===== src/rtl/compat_trig_sequencer_pkg.sv =====
// Shared definitions for the 40 MHz compatibility trigger sequencer.
// Holds the FSM state encoding, default datapath widths, requester bit
// indices and the ENABLE40 phase on which a slot closes.
package compat_trig_sequencer_pkg;

  localparam int unsigned COMPAT_N_TRIG       = 4;
  localparam int unsigned COMPAT_PRIO_BITS    = 2;
  localparam int unsigned COMPAT_HOLDOFF_BITS = 8;
  localparam int unsigned COMPAT_DROP_BITS    = 16;

  // Requester bit positions in TRIG_IN / TRIG_MASK (bit 0 = highest priority)
  localparam int unsigned TRIG_IDX_TOTD = 0;
  localparam int unsigned TRIG_IDX_TOT  = 1;
  localparam int unsigned TRIG_IDX_THR  = 2;
  localparam int unsigned TRIG_IDX_MOPS = 3;

  // Last phase of a 40 MHz slot; the slot's merged requests are issued here
  localparam logic [1:0] PHASE_LAST = 2'd2;

  typedef enum logic [1:0] {
    ST_IDLE    = 2'd0,
    ST_COLLECT = 2'd1,
    ST_ISSUE   = 2'd2,
    ST_HOLDOFF = 2'd3
  } seq_state_e;

endpackage


===== src/rtl/compat_trig_sequencer_if.sv =====
// Trigger handshake between the compatibility sequencer and the shower buffer.
//   TRIG_VALID  sequencer -> buffer  trigger offered
//   TRIG_SRC    sequencer -> buffer  merged requester bits of the slot
//   TRIG_PRIO   sequencer -> buffer  index of lowest set bit of TRIG_SRC
//   TRIG_CLR    sequencer -> buffer  1-cycle pulse clearing ToTd windows
//   TRIG_ACK    buffer -> sequencer  trigger accepted
interface compat_trig_sequencer_if #(
  parameter int unsigned N_TRIG    = 4,
  parameter int unsigned PRIO_BITS = 2
);
  logic                 TRIG_VALID;
  logic [N_TRIG-1:0]    TRIG_SRC;
  logic [PRIO_BITS-1:0] TRIG_PRIO;
  logic                 TRIG_CLR;
  logic                 TRIG_ACK;

  modport master (
    output TRIG_VALID, TRIG_SRC, TRIG_PRIO, TRIG_CLR,
    input  TRIG_ACK
  );

  modport slave (
    input  TRIG_VALID, TRIG_SRC, TRIG_PRIO, TRIG_CLR,
    output TRIG_ACK
  );
endinterface


===== src/rtl/compat_trig_sequencer_phase_gen.sv =====
// compat_phase_gen: 3-phase ENABLE40 strobe on CLK120.
//   CLK120    in   120 MHz clock
//   RESET_N   in   async reset, active low (phase returns to 0)
//   SYNC40    in   40 MHz reference pulse; forces next phase to 0
//   ENABLE40  out  current phase 0,1,2
module compat_phase_gen
  import compat_trig_sequencer_pkg::*;
(
  input  logic       CLK120,
  input  logic       RESET_N,
  input  logic       SYNC40,
  output logic [1:0] ENABLE40
);

  logic [1:0] phase_q, phase_d;

  always_comb begin
    phase_d = phase_q + 2'd1;
    if (SYNC40 || phase_q == PHASE_LAST) phase_d = '0;
  end

  always_ff @(posedge CLK120 or negedge RESET_N) begin
    if (!RESET_N) phase_q <= '0;
    else          phase_q <= phase_d;
  end

  assign ENABLE40 = phase_q;

endmodule


===== src/rtl/compat_trig_sequencer.sv =====
// compat_trig_sequencer: merges compatibility trigger pulses into one 40 MHz
// slot, offers one trigger to the shower buffer by valid/ack, pulses the
// window clear and applies a post-issue holdoff counted in slot boundaries.
//   CLK120, RESET_N     clock, async active-low reset
//   SYNC40              40 MHz reference pulse (re-phases ENABLE40)
//   RUN                 enables request acceptance
//   TRIG_IN, TRIG_MASK  trigger pulses and per-requester enables
//   HOLDOFF             post-issue holdoff in 40 MHz ticks
//   DROP_CLR            clears DROP_COUNT
//   ENABLE40            current 40 MHz phase 0,1,2
//   BUSY                FSM not idle
//   DROP_COUNT          saturating count of requests lost in ISSUE/HOLDOFF
//   trig                handshake to the shower buffer (master side)
module compat_trig_sequencer
  import compat_trig_sequencer_pkg::*;
#(
  parameter int unsigned N_TRIG       = COMPAT_N_TRIG,
  parameter int unsigned PRIO_BITS    = COMPAT_PRIO_BITS,
  parameter int unsigned HOLDOFF_BITS = COMPAT_HOLDOFF_BITS,
  parameter int unsigned DROP_BITS    = COMPAT_DROP_BITS
) (
  input  logic                    CLK120,
  input  logic                    RESET_N,
  input  logic                    SYNC40,
  input  logic                    RUN,
  input  logic [N_TRIG-1:0]       TRIG_IN,
  input  logic [N_TRIG-1:0]       TRIG_MASK,
  input  logic [HOLDOFF_BITS-1:0] HOLDOFF,
  input  logic                    DROP_CLR,
  output logic [1:0]              ENABLE40,
  output logic                    BUSY,
  output logic [DROP_BITS-1:0]    DROP_COUNT,
  compat_trig_sequencer_if.master trig
);

  seq_state_e              state_q, state_d;
  logic [N_TRIG-1:0]       pend_q, pend_d;
  logic [HOLDOFF_BITS-1:0] hcnt_q, hcnt_d;
  logic [DROP_BITS-1:0]    drop_q, drop_d;
  logic                    clr_q, clr_d;

  logic [N_TRIG-1:0]       req;
  logic                    req_any;
  logic                    phase_last;
  logic                    issuing;
  logic [N_TRIG-1:0]       src;
  logic [PRIO_BITS-1:0]    prio;
  logic                    prio_found;

  compat_phase_gen u_phase (
    .CLK120   (CLK120),
    .RESET_N  (RESET_N),
    .SYNC40   (SYNC40),
    .ENABLE40 (ENABLE40)
  );

  assign req        = TRIG_IN & TRIG_MASK & {N_TRIG{RUN}};
  assign req_any    = |req;
  assign phase_last = (ENABLE40 == PHASE_LAST);
  assign issuing    = (state_q == ST_ISSUE);

  always_comb begin
    state_d = state_q;
    pend_d  = pend_q;
    hcnt_d  = hcnt_q;
    clr_d   = 1'b0;
    unique case (state_q)
      ST_IDLE: begin
        if (req_any) begin
          pend_d  = req;
          state_d = phase_last ? ST_ISSUE : ST_COLLECT;
        end
      end
      ST_COLLECT: begin
        if (!RUN) begin
          pend_d  = '0;
          state_d = ST_IDLE;
        end else begin
          pend_d = pend_q | req;
          if (phase_last) state_d = ST_ISSUE;
        end
      end
      ST_ISSUE: begin
        // Requests arriving here are counted as drops, never merged
        if (trig.TRIG_ACK) begin
          clr_d  = 1'b1;
          pend_d = '0;
          if (HOLDOFF == '0) begin
            state_d = ST_IDLE;
          end else begin
            hcnt_d  = HOLDOFF;
            state_d = ST_HOLDOFF;
          end
        end
      end
      ST_HOLDOFF: begin
        if (phase_last) begin
          if (hcnt_q <= HOLDOFF_BITS'(1)) begin
            hcnt_d  = '0;
            state_d = ST_IDLE;
          end else begin
            hcnt_d = hcnt_q - HOLDOFF_BITS'(1);
          end
        end
      end
      default: state_d = ST_IDLE;
    endcase
  end

  always_comb begin
    drop_d = drop_q;
    if (DROP_CLR) begin
      drop_d = '0;
    end else if ((state_q == ST_ISSUE || state_q == ST_HOLDOFF) && req_any
                 && drop_q != '1) begin
      drop_d = drop_q + DROP_BITS'(1);
    end
  end

  always_ff @(posedge CLK120 or negedge RESET_N) begin
    if (!RESET_N) begin
      state_q <= ST_IDLE;
      pend_q  <= '0;
      hcnt_q  <= '0;
      drop_q  <= '0;
      clr_q   <= 1'b0;
    end else begin
      state_q <= state_d;
      pend_q  <= pend_d;
      hcnt_q  <= hcnt_d;
      drop_q  <= drop_d;
      clr_q   <= clr_d;
    end
  end

  assign src = issuing ? pend_q : '0;

  // Lowest set bit wins; result is 0 when src is empty
  always_comb begin
    prio       = '0;
    prio_found = 1'b0;
    for (int unsigned i = 0; i < N_TRIG; i++) begin
      if (!prio_found && src[i]) begin
        prio       = PRIO_BITS'(i);
        prio_found = 1'b1;
      end
    end
  end

  assign trig.TRIG_VALID = issuing;
  assign trig.TRIG_SRC   = src;
  assign trig.TRIG_PRIO  = prio;
  assign trig.TRIG_CLR   = clr_q;
  assign BUSY            = (state_q != ST_IDLE);
  assign DROP_COUNT      = drop_q;

endmodule


===== src/flat_wrapper.sv =====
// flat-port wrapper written by rule: the top's interface ports become plain ports
module compat_trig_sequencer_flat import compat_trig_sequencer_pkg::*;
#(
  parameter int unsigned N_TRIG       = COMPAT_N_TRIG,
  parameter int unsigned PRIO_BITS    = COMPAT_PRIO_BITS,
  parameter int unsigned HOLDOFF_BITS = COMPAT_HOLDOFF_BITS,
  parameter int unsigned DROP_BITS    = COMPAT_DROP_BITS
)
  (CLK120, RESET_N, SYNC40, RUN, TRIG_IN, TRIG_MASK, HOLDOFF, DROP_CLR, ENABLE40, BUSY, DROP_COUNT, trig_TRIG_VALID, trig_TRIG_SRC, trig_TRIG_PRIO, trig_TRIG_CLR, trig_TRIG_ACK);
  compat_trig_sequencer_if #(.N_TRIG(N_TRIG), .PRIO_BITS(PRIO_BITS)) trig_i ();
  input  logic CLK120;
  input  logic RESET_N;
  input  logic SYNC40;
  input  logic RUN;
  input  logic [N_TRIG-1:0] TRIG_IN;
  input  logic [N_TRIG-1:0] TRIG_MASK;
  input  logic [HOLDOFF_BITS-1:0] HOLDOFF;
  input  logic DROP_CLR;
  output logic [1:0] ENABLE40;
  output logic BUSY;
  output logic [DROP_BITS-1:0] DROP_COUNT;
  output wire logic [$bits(trig_i.TRIG_VALID)-1:0] trig_TRIG_VALID;
  output wire logic [$bits(trig_i.TRIG_SRC)-1:0] trig_TRIG_SRC;
  output wire logic [$bits(trig_i.TRIG_PRIO)-1:0] trig_TRIG_PRIO;
  output wire logic [$bits(trig_i.TRIG_CLR)-1:0] trig_TRIG_CLR;
  input wire logic [$bits(trig_i.TRIG_ACK)-1:0] trig_TRIG_ACK;
  assign trig_TRIG_VALID = trig_i.TRIG_VALID;
  assign trig_TRIG_SRC = trig_i.TRIG_SRC;
  assign trig_TRIG_PRIO = trig_i.TRIG_PRIO;
  assign trig_TRIG_CLR = trig_i.TRIG_CLR;
  assign trig_i.TRIG_ACK = trig_TRIG_ACK;
  compat_trig_sequencer #(.N_TRIG(N_TRIG), .PRIO_BITS(PRIO_BITS), .HOLDOFF_BITS(HOLDOFF_BITS), .DROP_BITS(DROP_BITS)) u_core (.CLK120(CLK120), .RESET_N(RESET_N), .SYNC40(SYNC40), .RUN(RUN), .TRIG_IN(TRIG_IN), .TRIG_MASK(TRIG_MASK), .HOLDOFF(HOLDOFF), .DROP_CLR(DROP_CLR), .ENABLE40(ENABLE40), .BUSY(BUSY), .DROP_COUNT(DROP_COUNT), .trig(trig_i));
endmodule

===== config.mk =====
export PLATFORM = sky130hd
export DESIGN_NAME = compat_trig_sequencer_flat
export DESIGN_NICKNAME = d
export VERILOG_FILES = /design/src/rtl/compat_trig_sequencer_pkg.sv /design/src/rtl/compat_trig_sequencer_if.sv /design/src/rtl/compat_trig_sequencer_phase_gen.sv /design/src/rtl/compat_trig_sequencer.sv /design/src/flat_wrapper.sv
export SDC_FILE = /design/constraint.sdc
export NUM_CORES = 1
export LEC_CHECK = 0
export BUFFER_PORTS_ARGS = -buffer_cell sky130_fd_sc_hd__buf_2
export CAP_MARGIN = 20
export CORE_UTILIZATION = 50
export CTS_CLUSTER_SIZE = 16
export DETAILED_ROUTE_END_ITERATION = 12
export MAX_ROUTING_LAYER = met4
export PLACE_DENSITY = 0.71
export SETUP_SLACK_MARGIN = 0.02
export SLEW_MARGIN = 10
export SYNTH_ARGS = -nofsm -noshare
export SYNTH_HDL_FRONTEND = slang
export SYNTH_SLANG_ARGS = --single-unit

===== constraint.sdc =====
create_clock -name CLK120 -period 5.7 [get_ports CLK120]
set_input_delay 0.285 -clock CLK120 [delete_from_list [all_inputs] [get_ports CLK120]]
set_output_delay 0.285 -clock CLK120 [all_outputs]
set_load 0.01 [all_outputs]

==> flow_summary.toml, run 1 <==
[floorplan]
die_area_um2 = 4850
core_um2 = 4380
io_pins = 49
start_util_pct = 52.2
die_width_um = 69.7
rows = 24
die_h_um = 69.7

[clock_tree]
path_clk_slew_ns = 0.07
root_buffer = "clkbuf_8"
cts_hold_buf = 0
post_cts_buffers = 0
cts_buffer_depth = 2
clock_sinks = 33
h-tree-depth = 2
tritoncts = "done"
clk_latency_ns = 0.28
cts-resized-gates = 0
numCtsBuffers = 5

[global_routing]
grt_pass1_vias = 1854
antenna_found_initial = 0
grt_max_degree = 34
grt_use_total_pct = 22.1
grt_pass1_wl_mm = 8.45
grt-ovfl-total = 0

[place]
place_congestion = 0.904
dp_hpwl_mm = 3.58
placedInstanceArea_um2 = 2520
port_buffers = 48

[detailed_routing]
drtIter0Drc = 195
wl_mm = 4.91
wire_per_inst_um = 14.7
vias_per_cell = 6.10
dr.pass1.iters = 5
drc_errors = 0
drtAntennaViolNets = 0
num_vias = 2036

[worst_setup_path]
slowest_delay_ns = 0.57
arrival_ns = 2.68
cp.required_ns = 5.87
start_kind = "flop"
end_kind = "flop"
r2r_setup_slack_ns = 3.19
path_cells = "inv_1 -> ha_1 -> o221ai_2 -> a2111oi_0 -> mux2_2"
cp_max_fo = 17
critPathKind = "reg -> reg"
cpMaxStageDelayCell = "a2111oi_0"

[yosys]
synthArstFlopShare_pct = 100
yosysSeqAreaShare_pct = 36.1
ys.flop_type = "dfrtp_1"
ys_ff_latch = 33
yosys-top-cells-area = "dfrtp_1 36%, ha_1 4.4%, mux2_2 3.9%"
synth-edff-count = 0
synth_cell_types = 51
synth_cells = 238
syn_area_per_cell_um2 = 9.62
synth_top_area_share_pct = 36.1
synth.most_common_cell = "dfrtp_1"
synth_common_cells = "33 x dfrtp_1, 22 x nor2_1, 20 x inv_1"
yosys.area.top_type = "dfrtp_1"
syn_area_um2 = 2290
yosys_warnings = 0
syn_nets = 268

[power]
power.density_nw_per_um2 = 364
vdd.ir_drop.worst_uv = 225
power_leakage_nw = 1.22

[sta]
fmaxAchievable_mhz = 399
clock_skew_ns = 0.00307
period_share_pct = 44.0
hold_viol = 0
relSlewSlack_pct = 37.8
final.setup.tns_ns = 0
rsz0062_at_grt = "no"
setup_viol = 0
report.final.slew_viol_count = 0
post-route-min-period_ns = 2.51
tightest_slew_ns = 0.929

[final_layout]
drive_above_1_share_pct = 27.7
areaGrowthSynthToFinish_pct = 14.0
final_area_um2 = 2610
antenna_cells = 0
fin_nets = 312
fillCellCount = 400

[worst_hold_path]
worstHoldPathType = "in -> async"

[outcome]
status = "completed"

[job]
max_cap_violations = 0
-- critical path, delay by kind of cell (launching register included) --
family,cells,cell delay (ns)
buf+inv,1,0.10
compound gates,2,0.99
mux,1,0.40
flops,1,0.42
fa+ha+maj,1,0.49
-- path summary, 6_finish.rpt --
check	startpoint	endpoint	cells past startpoint
worst max-delay path	u_core.state_q[0]$_DFFE_PN0P_	u_core.DROP_COUNT[10]$_DFFE_PN0P_	5
worst min-delay path	RESET_N	u_core.DROP_COUNT[14]$_DFFE_PN0P_	1
worst max register to register	u_core.state_q[0]$_DFFE_PN0P_	u_core.DROP_COUNT[10]$_DFFE_PN0P_	5
worst min register to register	u_core.u_phase.ENABLE40[0]$_DFF_PN0_	u_core.u_phase.ENABLE40[0]$_DFF_PN0_	1
max in group asynchronous	RESET_N	u_core.DROP_COUNT[5]$_DFFE_PN0P_	1
min in group CLK120	SYNC40	u_core.u_phase.ENABLE40[0]$_DFF_PN0_	2
-- placed cells by master, fill, tap and decap left out, types with 3 or more instances in the layout --
master,synthesis,routed
mux2_2,8,8
and4_1,3,3
buf_2,3,48
ha_1,8,8
inv_1,20,20
dfrtp_1,33,33
a31oi_1,3,3
a32o_1,4,4
o21ai_0,3,3
nor4_1,6,6
nor2_1,22,22
mux2i_1,5,5
nand2_1,10,10
nor2b_1,14,14
nand3_1,10,10
mux2_1,7,7
a21oi_1,5,5
and2_1,4,4
clkbuf_8,0,6
a211oi_1,7,7
a221oi_1,6,6
a22o_1,3,3
nor3_1,4,4
o22ai_1,7,7
-- routing by layer --
metal	track usage, %	part of all wire [%]	up-vias
met1	29.2	47	967
met2	34.0	47	80
met4	7.78	1.0	0
met3	4.51	5.0	7
met5	-	0	-
li1	-	-	982
-- logic make-up after synthesis --
kind of cell,Yosys count,synth area share [%]
buffers and inverters,31,6.39
and+or+nand+nor,91,23.8
DFF,33,36.1
muxes,21,10.2
AOI/OAI and AO/OA,54,19.1
adders and majority gates,8,4.37
-- power by group --
| part | leakage [nW] | switching (mW) | internal, mW |
|---|---|---|---|
| Clock | 0.0443 | 0.0853 | 0.0959 |
| Combinational | 0.735 | 0.252 | 0.176 |
| Sequential | 0.440 | 0.0534 | 0.288 |
-- sequential cells by signal, summed over array words and instances, names as in the netlist --
name / count
u_core.u_phase.ENABLE40: 2
u_core.trig.TRIG_CLR: 1
u_core.state_q: 2
u_core.pend_q: 4
u_core.DROP_COUNT: 16
u_core.hcnt_q: 8
-- stage by stage --
stage | setup slack, ns | total power [mW] | hold WS (ns) | instances | utilization [%]
floorplan | 3.82 | 0.663 | -0.0106 | 238 | -
global placement | 3.31 | 0.758 | 0.395 | 327 | 57.6
detailed placement | 3.21 | 0.767 | 0.393 | 327 | 57.6
CTS | 3.21 | 0.949 | 0.0878 | 334 | 59.5
global route | 2.98 | 1.03 | 0.125 | 334 | 59.5
finish | 3.19 | 0.951 | 0.0597 | 334 | 59.5
-- cell type report --
cell class	count	area, µm²	share of cell area, %
clock buffers	7	86.3	3.31
inverters	20	75.1	2.88
multi-input cells	174	1320	50.5
well taps	52	65.1	2.49
flip-flops and latches	33	826	31.6
repair buffers	48	240	9.20
(Power assumes the default switching activity.)
==> run 2, diff against run 1 <==
- clock period: 5.7 -> 2.35 ns (I/O delays scaled with it)
==> run 2 against run 1 <==
  * Utilization up 2.3 points
  * Count of clock-buffer cells in the layout did not move
  * Critical endpoint is now u_core.DROP_COUNT[9]$_DFFE_PN0P_
  * Worst setup slack worse by 2.8 ns
  * Design area increased by 3.8%
  * Non-clock buffer count rose by 13
==> flow_summary.toml, run 2 (synthesis gave the netlist of run 1 again) <==
[outcome]
status = "completed"

[sta]
report.final.slew_viol_count = 0
tightest_slew_ns = 0.751
period_share_pct = 85.1
setup_ws_ns = 0.349
clock_skew_ns = 0.00681
setup_viol = 0
final.setup.tns_ns = 0
post-route-min-period_ns = 2.00
fmaxAchievable_mhz = 500
rsz0062_at_grt = "no"
hold_viol = 0
relSlewSlack_pct = 50.0

[detailed_routing]
drtAntennaViolNets = 0
dr.max_layer_used = "met4"
dr.pass1.iters = 4
num_vias = 2065
vias_per_cell = 5.95
drc_errors = 0
wirelength_met1_mm = 2.40
wl_met2_mm = 2.36
wire_per_inst_um = 14.8
met3_length_um = 282
drtIter0Drc = 138
wl_mm = 5.12

[floorplan]
start_util_pct = 52.2
io_pins = 49
die_area_um2 = 4850
die_h_um = 69.7
rows = 24
die_width_um = 69.7
core_um2 = 4380

[clock_tree]
cts_buffer_depth = 2
clk_latency_ns = 0.29
cts-resized-gates = 0
path_clk_slew_ns = 0.07
post_cts_buffers = 0
clock_sinks = 33
numCtsBuffers = 5
tritoncts = "done"
h-tree-depth = 2
root_buffer = "clkbuf_8"

[global_routing]
antenna_found_initial = 0
grt_use_total_pct = 23.8
grt_max_degree = 34
grt_pass1_wl_mm = 9.07
grt_pass1_vias = 2018
grt-ovfl-total = 0

[final_layout]
antenna_cells = 0
final_cell_mix = "48 x buf_2, 33 x dfrtp_1, 22 x nor2_1"
fillCellCount = 394
largest_reg_flops = 16
fin_nets = 325
areaGrowthSynthToFinish_pct = 18.4
regArea_um2 = 826
drive_above_1_share_pct = 30.5
multi_input_area_um2 = 1320
final_common_cell = "buf_2"

[worst_setup_path]
arrival_ns = 2.18
critPathKind = "reg -> reg"
r2r_setup_slack_ns = 0.35
reg2regPathDepth = 6
cp_max_fo = 8
reg2reg_from = "u_core.DROP_COUNT[0]$_DFFE_PN0P_"
start_kind = "flop"
cp.required_ns = 2.53
r2r-end = "u_core.DROP_COUNT[9]$_DFFE_PN0P_"
startpoint = "u_core.DROP_COUNT[0]$_DFFE_PN0P_"
end_kind = "flop"

[worst_hold_path]
holdPathStages = 2
worstHoldStart = "SYNC40"
worstHoldPathType = "in -> reg"
min_to = "u_core.u_phase.ENABLE40[0]$_DFF_PN0_"

[job]
max_cap_violations = 0

[power]
power_leakage_nw = 1.28
vdd.ir_drop.worst_uv = 594
power.density_nw_per_um2 = 885

[place]
dp_hpwl_mm = 3.78
place_congestion = 0.864
place_ws_ns = 0.368
port_buffers = 48
-- run 2: changes by cell type in the layout (fill, tap and decap cells not counted), sizes merged --
cell and delta:
buf +12, dlygate4sd3 +1
-- run 2: worst max-delay path by stage --
| stage | endpoint | slack (ns) |
|---|---|---|
| after CTS | u_core.DROP_COUNT[9]$_DFFE_PN0P_ | 0.36 |
| after global placement | u_core.DROP_COUNT[10]$_DFFE_PN0P_ | 0.42 |
| after global routing | u_core.DROP_COUNT[10]$_DFFE_PN0P_ | 0.20 |
| after floorplan | u_core.DROP_COUNT[10]$_DFFE_PN0P_ | 0.47 |
| final | u_core.DROP_COUNT[9]$_DFFE_PN0P_ | 0.35 |
| after detailed placement | u_core.DROP_COUNT[9]$_DFFE_PN0P_ | 0.37 |
-- run 2: stage by stage --
step | area (µm²) | hold slack (ns) | util [%] | cells | power, mW
after global placement | 2610 | 0.233 | 59.6 | 339 | 1.93
after floorplan | 2290 | -0.178 | - | 238 | 1.61
after global routing | 2710 | 0.00278 | 61.8 | 347 | 2.59
after detailed placement | 2610 | 0.239 | 59.6 | 339 | 1.95
after CTS | 2710 | 0.00249 | 61.8 | 347 | 2.40
final | 2710 | 0.00575 | 61.8 | 347 | 2.40
-- run 2: area by class of cell --
type	count	area share [%]
multi-input cells	174	48.6
well taps	52	2.40
repair buffers	61	12.6
clock buffers	7	3.19
inverters	20	2.77
flip-flops and latches	33	30.5
-- run 2: report_power, final --
| group | switching, mW | total [mW] | leakage [nW] | internal (mW) |
|---|---|---|---|---|
| clock | 0.212 | 0.445 | 0.0443 | 0.233 |
| sequential | 0.127 | 0.825 | 0.440 | 0.698 |
| combinational | 0.628 | 1.13 | 0.798 | 0.501 |
| total | 0.967 | 2.40 | 1.28 | 1.43 |
-- run 2: metal layers --
metal  vias up  GRT usage (%)
li1       1004              -
met1       983           30.6
met2        69           37.5
met3         9           5.67
met4         0           7.33
met5         -              -
-- run 2: what timing repair did --
item	4_1_cts	5_1_grt
setup endpoints to repair	0	0
hold endpoints to repair	33	0
hold buffers	1	0
-- run 2: worst max-delay path, stage by stage, from the launching register on --
cell,delay [ns]
dfrtp_1,0.45
ha_1,0.24
nand3_1,0.14
nor4_4,0.05
buf_4,0.16
a2111oi_0,0.46
mux2_2,0.39
